### src/rtl/crc_pkg.sv
// Shared constants, FSM state type and bit-reflection helper for the CRC stream engine.
// Latency: n/a (package only).
// Backpressure: n/a (package only).
package crc_pkg;

    // CRC-32/ISO-HDLC (Ethernet FCS)
    localparam logic [31:0] CRC32_POLY    = 32'h04C11DB7;
    localparam logic [31:0] CRC32_INIT    = 32'hFFFFFFFF;
    localparam logic [31:0] CRC32_XOROUT  = 32'hFFFFFFFF;
    localparam logic [31:0] CRC32_RESIDUE = 32'hDEBB20E3;

    // CRC-16/CCITT, reflected variant (KERMIT)
    localparam logic [31:0] CRC16_POLY    = 32'h00001021;
    localparam logic [31:0] CRC16_INIT    = 32'h00000000;
    localparam logic [31:0] CRC16_XOROUT  = 32'h00000000;
    localparam logic [31:0] CRC16_RESIDUE = 32'h00000000;

    typedef enum logic [1:0] {
        ST_IDLE = 2'd0,
        ST_RUN  = 2'd1,
        ST_HOLD = 2'd2
    } crc_state_t;

    // Reverse the low w bits of v; bits at and above w come back as zero.
    function automatic logic [31:0] reflect_bits(input logic [31:0] v, input int w);
        logic [31:0] r;
        r = '0;
        for (int i = 0; i < 32; i++) begin
            if (i < w) r[i] = v[w-1-i];
        end
        return r;
    endfunction

endpackage

### src/rtl/crc_byte_step.sv
// One byte folded into a CRC_W-bit register, bit-serial unrolled.
// Latency: combinational.
// Backpressure: none (pure function of its inputs).
module crc_byte_step
    import crc_pkg::*;
#(
    parameter int          CRC_W   = 32,
    parameter logic [31:0] POLY    = CRC32_POLY,
    parameter bit          REFLECT = 1'b1
) (
    input  logic [CRC_W-1:0] crc_in,
    input  logic [7:0]       data,
    output logic [CRC_W-1:0] crc_out
);

    // Reflected mode runs the register LSB-first, so it shifts right with the mirrored polynomial.
    localparam logic [31:0]      POLY_R32 = reflect_bits(POLY, CRC_W);
    localparam logic [CRC_W-1:0] POLY_N   = POLY[CRC_W-1:0];
    localparam logic [CRC_W-1:0] POLY_R   = POLY_R32[CRC_W-1:0];

    // Eight shift/xor steps for one byte
    always_comb begin
        logic [CRC_W-1:0] c;
        c = crc_in;
        if (REFLECT) begin
            c[7:0] = c[7:0] ^ data;
            for (int b = 0; b < 8; b++) begin
                c = c[0] ? ((c >> 1) ^ POLY_R) : (c >> 1);
            end
        end else begin
            c[CRC_W-1 -: 8] = c[CRC_W-1 -: 8] ^ data;
            for (int b = 0; b < 8; b++) begin
                c = c[CRC_W-1] ? ((c << 1) ^ POLY_N) : (c << 1);
            end
        end
        crc_out = c;
    end

endmodule

### src/rtl/crc_stream_engine.sv
// Streaming CRC generator/checker, DATA_W/8 byte lanes per beat; optional residue check via CRC_STREAM_CHECK_EN.
// Latency: result valid the cycle after the last beat is accepted.
// Backpressure: s_ready drops while a result waits in HOLD; result held until crc_ready.
module crc_stream_engine
    import crc_pkg::*;
#(
    parameter int          DATA_W  = 8,
    parameter int          CRC_W   = 32,
    parameter logic [31:0] POLY    = CRC32_POLY,
    parameter logic [31:0] INIT    = CRC32_INIT,
    parameter logic [31:0] XOROUT  = CRC32_XOROUT,
    parameter bit          REFLECT = 1'b1,
    parameter logic [31:0] RESIDUE = CRC32_RESIDUE
) (
    input  logic                clk,
    input  logic                rst_n,
    input  logic                s_valid,
    output logic                s_ready,
    input  logic [DATA_W-1:0]   s_data,
    input  logic [DATA_W/8-1:0] s_keep,
    input  logic                s_last,
    output logic                crc_valid,
    input  logic                crc_ready,
    output logic [CRC_W-1:0]    crc_value
`ifdef CRC_STREAM_CHECK_EN
    ,
    output logic                crc_ok
`endif
);

    localparam int LANES = DATA_W / 8;

    // The register lives in the shift domain, so a non-symmetric INIT must be mirrored too.
    localparam logic [31:0]      INIT_R32 = REFLECT ? reflect_bits(INIT, CRC_W) : INIT;
    localparam logic [CRC_W-1:0] INIT_V   = INIT_R32[CRC_W-1:0];
    localparam logic [CRC_W-1:0] XOR_V    = XOROUT[CRC_W-1:0];

    crc_state_t       state_q, state_d;
    logic [CRC_W-1:0] crc_reg;
    logic [CRC_W-1:0] chain    [LANES+1];
    logic [CRC_W-1:0] step_out [LANES];
    logic             accept;
    logic             release_hold;

    assign s_ready      = (state_q != ST_HOLD);
    assign crc_valid    = (state_q == ST_HOLD);
    assign accept       = s_valid & s_ready;
    assign release_hold = (state_q == ST_HOLD) & crc_ready;

    // Lane chain: keep only masks lanes on the last beat; contiguous keep means a skipped lane ends the data.
    assign chain[0] = crc_reg;
    for (genvar i = 0; i < LANES; i++) begin : g_lane
        crc_byte_step #(
            .CRC_W   (CRC_W),
            .POLY    (POLY),
            .REFLECT (REFLECT)
        ) u_step (
            .crc_in  (chain[i]),
            .data    (s_data[8*i +: 8]),
            .crc_out (step_out[i])
        );
        assign chain[i+1] = (s_last && !s_keep[i]) ? chain[i] : step_out[i];
    end

    // State register
    always_ff @(posedge clk or negedge rst_n) begin
        if (!rst_n) state_q <= ST_IDLE;
        else        state_q <= state_d;
    end

    // Next-state: frames run until an accepted last beat, then hold until the result is taken
    always_comb begin
        state_d = state_q;
        case (state_q)
            ST_IDLE, ST_RUN: if (accept) state_d = s_last ? ST_HOLD : ST_RUN;
            ST_HOLD:         if (crc_ready) state_d = ST_IDLE;
            default:         state_d = ST_IDLE;
        endcase
    end

    // Running CRC register; reloads INIT as the result is handed off
    always_ff @(posedge clk or negedge rst_n) begin
        if (!rst_n)            crc_reg <= INIT_V;
        else if (release_hold) crc_reg <= INIT_V;
        else if (accept)       crc_reg <= chain[LANES];
    end

    // Result register, captured on the edge accepting the last beat and frozen through HOLD
    always_ff @(posedge clk or negedge rst_n) begin
        if (!rst_n)                 crc_value <= '0;
        else if (accept && s_last)  crc_value <= chain[LANES] ^ XOR_V;
    end

`ifdef CRC_STREAM_CHECK_EN
    localparam logic [CRC_W-1:0] RES_V = RESIDUE[CRC_W-1:0];

    // Residue comparator, registered alongside crc_value
    always_ff @(posedge clk or negedge rst_n) begin
        if (!rst_n)                 crc_ok <= 1'b0;
        else if (accept && s_last)  crc_ok <= (chain[LANES] == RES_V);
    end
`else
    logic unused_residue;
    assign unused_residue = ^RESIDUE;
`endif

endmodule

### config.mk
export PLATFORM = sky130hd
export DESIGN_NAME = crc_stream_engine
export DESIGN_NICKNAME = d
export VERILOG_FILES = /design/src/rtl/crc_pkg.sv /design/src/rtl/crc_byte_step.sv /design/src/rtl/crc_stream_engine.sv
export SDC_FILE = /design/constraint.sdc
export NUM_CORES = 1
export LEC_CHECK = 0
export CORE_ASPECT_RATIO = 0.5
export CORE_MARGIN = 2
export CORE_UTILIZATION = 50
export CTS_CLUSTER_SIZE = 20
export DETAILED_ROUTE_END_ITERATION = 7
export PLACE_DENSITY_LB_ADDON = 0.1
export SYNTH_ARGS = -nofsm -noshare
export SYNTH_HDL_FRONTEND = slang
export SYNTH_SLANG_ARGS = --single-unit
### constraint.sdc
create_clock -name clk -period 2.15 [get_ports clk]
set_input_delay 0.3225 -clock clk [delete_from_list [all_inputs] [get_ports clk]]
set_output_delay 0.3225 -clock clk [all_outputs]
set_load 0.01 [all_outputs]
==> flow_summary_export.csv <==
group,metric,value,unit
run_status,outcome,"complete, no violations",
sta,final-setup-viol-count,0,
clock_tree,cts_buffer_depth,2,
route,dr_wl_met2,3.80,mm
flow_run,drv_cap,0,
route,postRouteAntennaNets,0,
worst_setup_path,r2r_slack,0.06,ns
placement,globalplace.congestion,0.870,
pwr,p_per_area,2220,nW/µm²
sta,rsz0062_at_grt,"false",
finish,antenna_cells,0,
floorplan,die_h,65.1,µm
finish,fillers,558,
placement,dpl.hpwl,6.24,mm
route,routed_via_density,5.17,
sta,slew_headroom,0.476,
global_route,grt_max_degree,46,
sta,hold_violations,0,
route,drtIter0Drc,126,
global_route,grt_pass1_vias,2588,
finish,final_cell_mix,"clkdlybuf4s50_1, buf_4, dfrtp_1, nor2_1, dfstp_2",
clock_tree,ctsRootBufferMaster,"clkbuf_16",
route,wl_per_cell,18.2,µm
finish,stdcell_area,4890,µm²
placement,dpl_cell_area,4570,µm²
synth,syn_area_per_cell,12.4,µm²
route,vias,2494,
finish,syn2layout_area_growth,31.0,%
placement,numPortBuffers,47,
finish,final_common_cell,"clkdlybuf4s50_1",
route,wirelength_met1,4.49,mm
global_route,grt_pass1_wl,14.3,mm
finish,drive_above_1_share,0.313,
synth,synth_seq_cells,66,
pwr,p_leak,0.00221,µW
route,wl,8.77,mm
global_route,grtUsageTotal,0.238,
sta,skew,0.00671,ns
worst_setup_path,cp-endpoint,"crc_reg[22]$_DFFE_PN1P_",
synth,yosysWarnings,0,
clock_tree,cts_buffers,9,
clock_tree,clk_latency,0.34,ns
floorplan,rows,22,
pwr,max-vdd-ir-drop,0.000841,V
worst_setup_path,arrival,2.34,ns
sta,timing.final.crit_share,0.970,
sta,maxSlewViolCount,0,
global_route,grt_overflow,0,
worst_setup_path,worstSetupStartpointType,"register",
worst_setup_path,worstRegToRegCells,5,
synth,synth_nets,315,
pwr,power,10800,µW
worst_setup_path,endpoint_kind,"register",
worst_setup_path,path_max_fanout,3,
synth,yosysSeqAreaShare,0.453,
worst_setup_path,worstSetupPathType,"reg2reg",
finish,nets,396,
route,top_layer,"met4",
floorplan,boundaryPins,48,
floorplan,dieArea,8210,µm²
synth,ys_types,37,
route,route.detailed.drc,0,
global_route,antenna_found_initial,0,
route,drtPass1Iterations,4,
sta,fmax,480,MHz
worst_setup_path,startpoint,"crc_reg[6]$_DFFE_PN1P_",
clock_tree,clock_sinks,66,
floorplan,initial_core_util,0.514,
worst_setup_path,timing.rr.end,"crc_reg[22]$_DFFE_PN1P_",
sta,period_minus_slack,2.09,ns
worst_setup_path,required,2.41,ns
route,met3_length,438,µm
worst_setup_path,r2r_start,"crc_reg[6]$_DFFE_PN1P_",
worst_hold_path,worstHoldPathType,"reg2reg",
sta,max_slew.worst_pin.slew,0.782,ns
clock_tree,post-cts-setup-buffer-count,0,
clock_tree,cts_tree,"done",
floorplan,coreArea,7270,µm²
clock_tree,clk_pin_slew,0.05,ns
synth,synthCells,301,
clock_tree,cts_max_level,3,
finish,fin_util,0.673,
floorplan,die_w,126,µm
synth,synth_area,3730,µm²
[what timing repair did]
| action | in CTS | in global routing |
|---|---|---|
| hold buffers | 1 | 0 |
| endpoints found under the hold margin | 15 | 0 |
| resized for setup | 0 | 2 |
| setup endpoints to repair | 0 | 3 |
[worst min-delay path by stage]
stage                     cells after the start                   endpoint  slack [ns]                      start
after global placement                        1  crc_value[11]$_DFFE_PN0P_        0.34                      rst_n
after CTS                                     1     state_q[0]$_DFFE_PN0P_        0.47     state_q[1]$_DFFE_PN0P_
after detailed placement                      1  crc_value[11]$_DFFE_PN0P_        0.36                      rst_n
after global routing                          1     state_q[0]$_DFFE_PN0P_        0.50     state_q[1]$_DFFE_PN0P_
final                                         2  crc_value[10]$_DFFE_PN0P_        0.48  crc_value[10]$_DFFE_PN0P_
after floorplan                               0   crc_value[0]$_DFFE_PN0P_        0.03                      rst_n
[power breakdown]
group	switching [µW]	total, µW	internal [µW]
clock	517	1410	895
combinational	2800	6810	4020
sequential	522	2610	2090
total	3840	10800	7000
[per-layer routing]
layer | track usage | up-vias
li1 | - | 1208
met1 | 0.351 | 1218
met2 | 0.335 | 63
met3 | 0.0855 | 5
met4 | 0.0563 | 0
met5 | 0 | -
[kinds of logic (layout without fill, tap and decap cells)]
family          Yosys count  count (layout)  synth area share
compound gates           62              62             0.105
xor+xnor                 60              60             0.252
buf+inv                  18             103            0.0228
flops                    66              66             0.453
mux                      36              36             0.103
simple gates             59              59            0.0640
[cell usage after synthesis (all sizes together)]
library cell / number / area [µm²]
o32a: 1 / 10.0
o311ai: 1 / 8.76
o22ai: 1 / 6.26
buf: 3 / 20.0
mux2: 18 / 203
dfrtp: 34 / 851
dfstp: 32 / 841
a21oi: 27 / 135
nor3: 1 / 5.00
a21o: 1 / 7.51
a21boi: 1 / 11.3
nand3: 1 / 5.00
and2: 2 / 12.5
and3: 2 / 12.5
xor2: 10 / 95.1
nand2b: 2 / 12.5
inv: 2 / 7.51
xnor2: 32 / 427
mux2i: 18 / 180
o21ai: 13 / 65.1
xnor3: 8 / 181
clkbuf: 12 / 45.0
nand2: 18 / 67.6
nor2: 33 / 124
dlymetal6s2s: 1 / 12.5
xor3: 10 / 239
o22a: 4 / 35.0
o31ai: 1 / 7.51
a2bb2oi: 12 / 105
[area by class of cell]
| class | instances | area, µm² | area share |
|---|---|---|---|
| clock buffers | 13 | 280 | 0.0573 |
| clock inverters | 2 | 10.0 | 0.00205 |
| inverters | 2 | 7.51 | 0.00154 |
| multi-input cells | 217 | 1980 | 0.405 |
| flip-flops and latches | 66 | 1690 | 0.346 |
| well taps | 96 | 120 | 0.0246 |
| repair buffers | 86 | 798 | 0.163 |
[stage by stage]
step | std cells | TNS (ns) | hold slack (ns) | setup WS (ns)
6_report | 482 | 0 | 0.476 | 0.0649
5_1_grt | 482 | 0 | 0.497 | 0.00855
4_1_cts | 482 | 0 | 0.475 | 0.0350
3_5_place_dp | 466 | -6.09 | 0.357 | -0.288
3_3_place_gp | 466 | -4.48 | 0.343 | -0.276
2_1_floorplan | 301 | 0 | 0.0269 | 0.0403
[critical path, cell delays in order, from the launching register on]
cell and delay (ns):
dfstp_2 0.59, xnor2_4 0.13, xnor3_2 0.47, xnor3_1 0.41, nor2_1 0.06, o32a_1 0.34
Power figures use the tool's default switching activity.
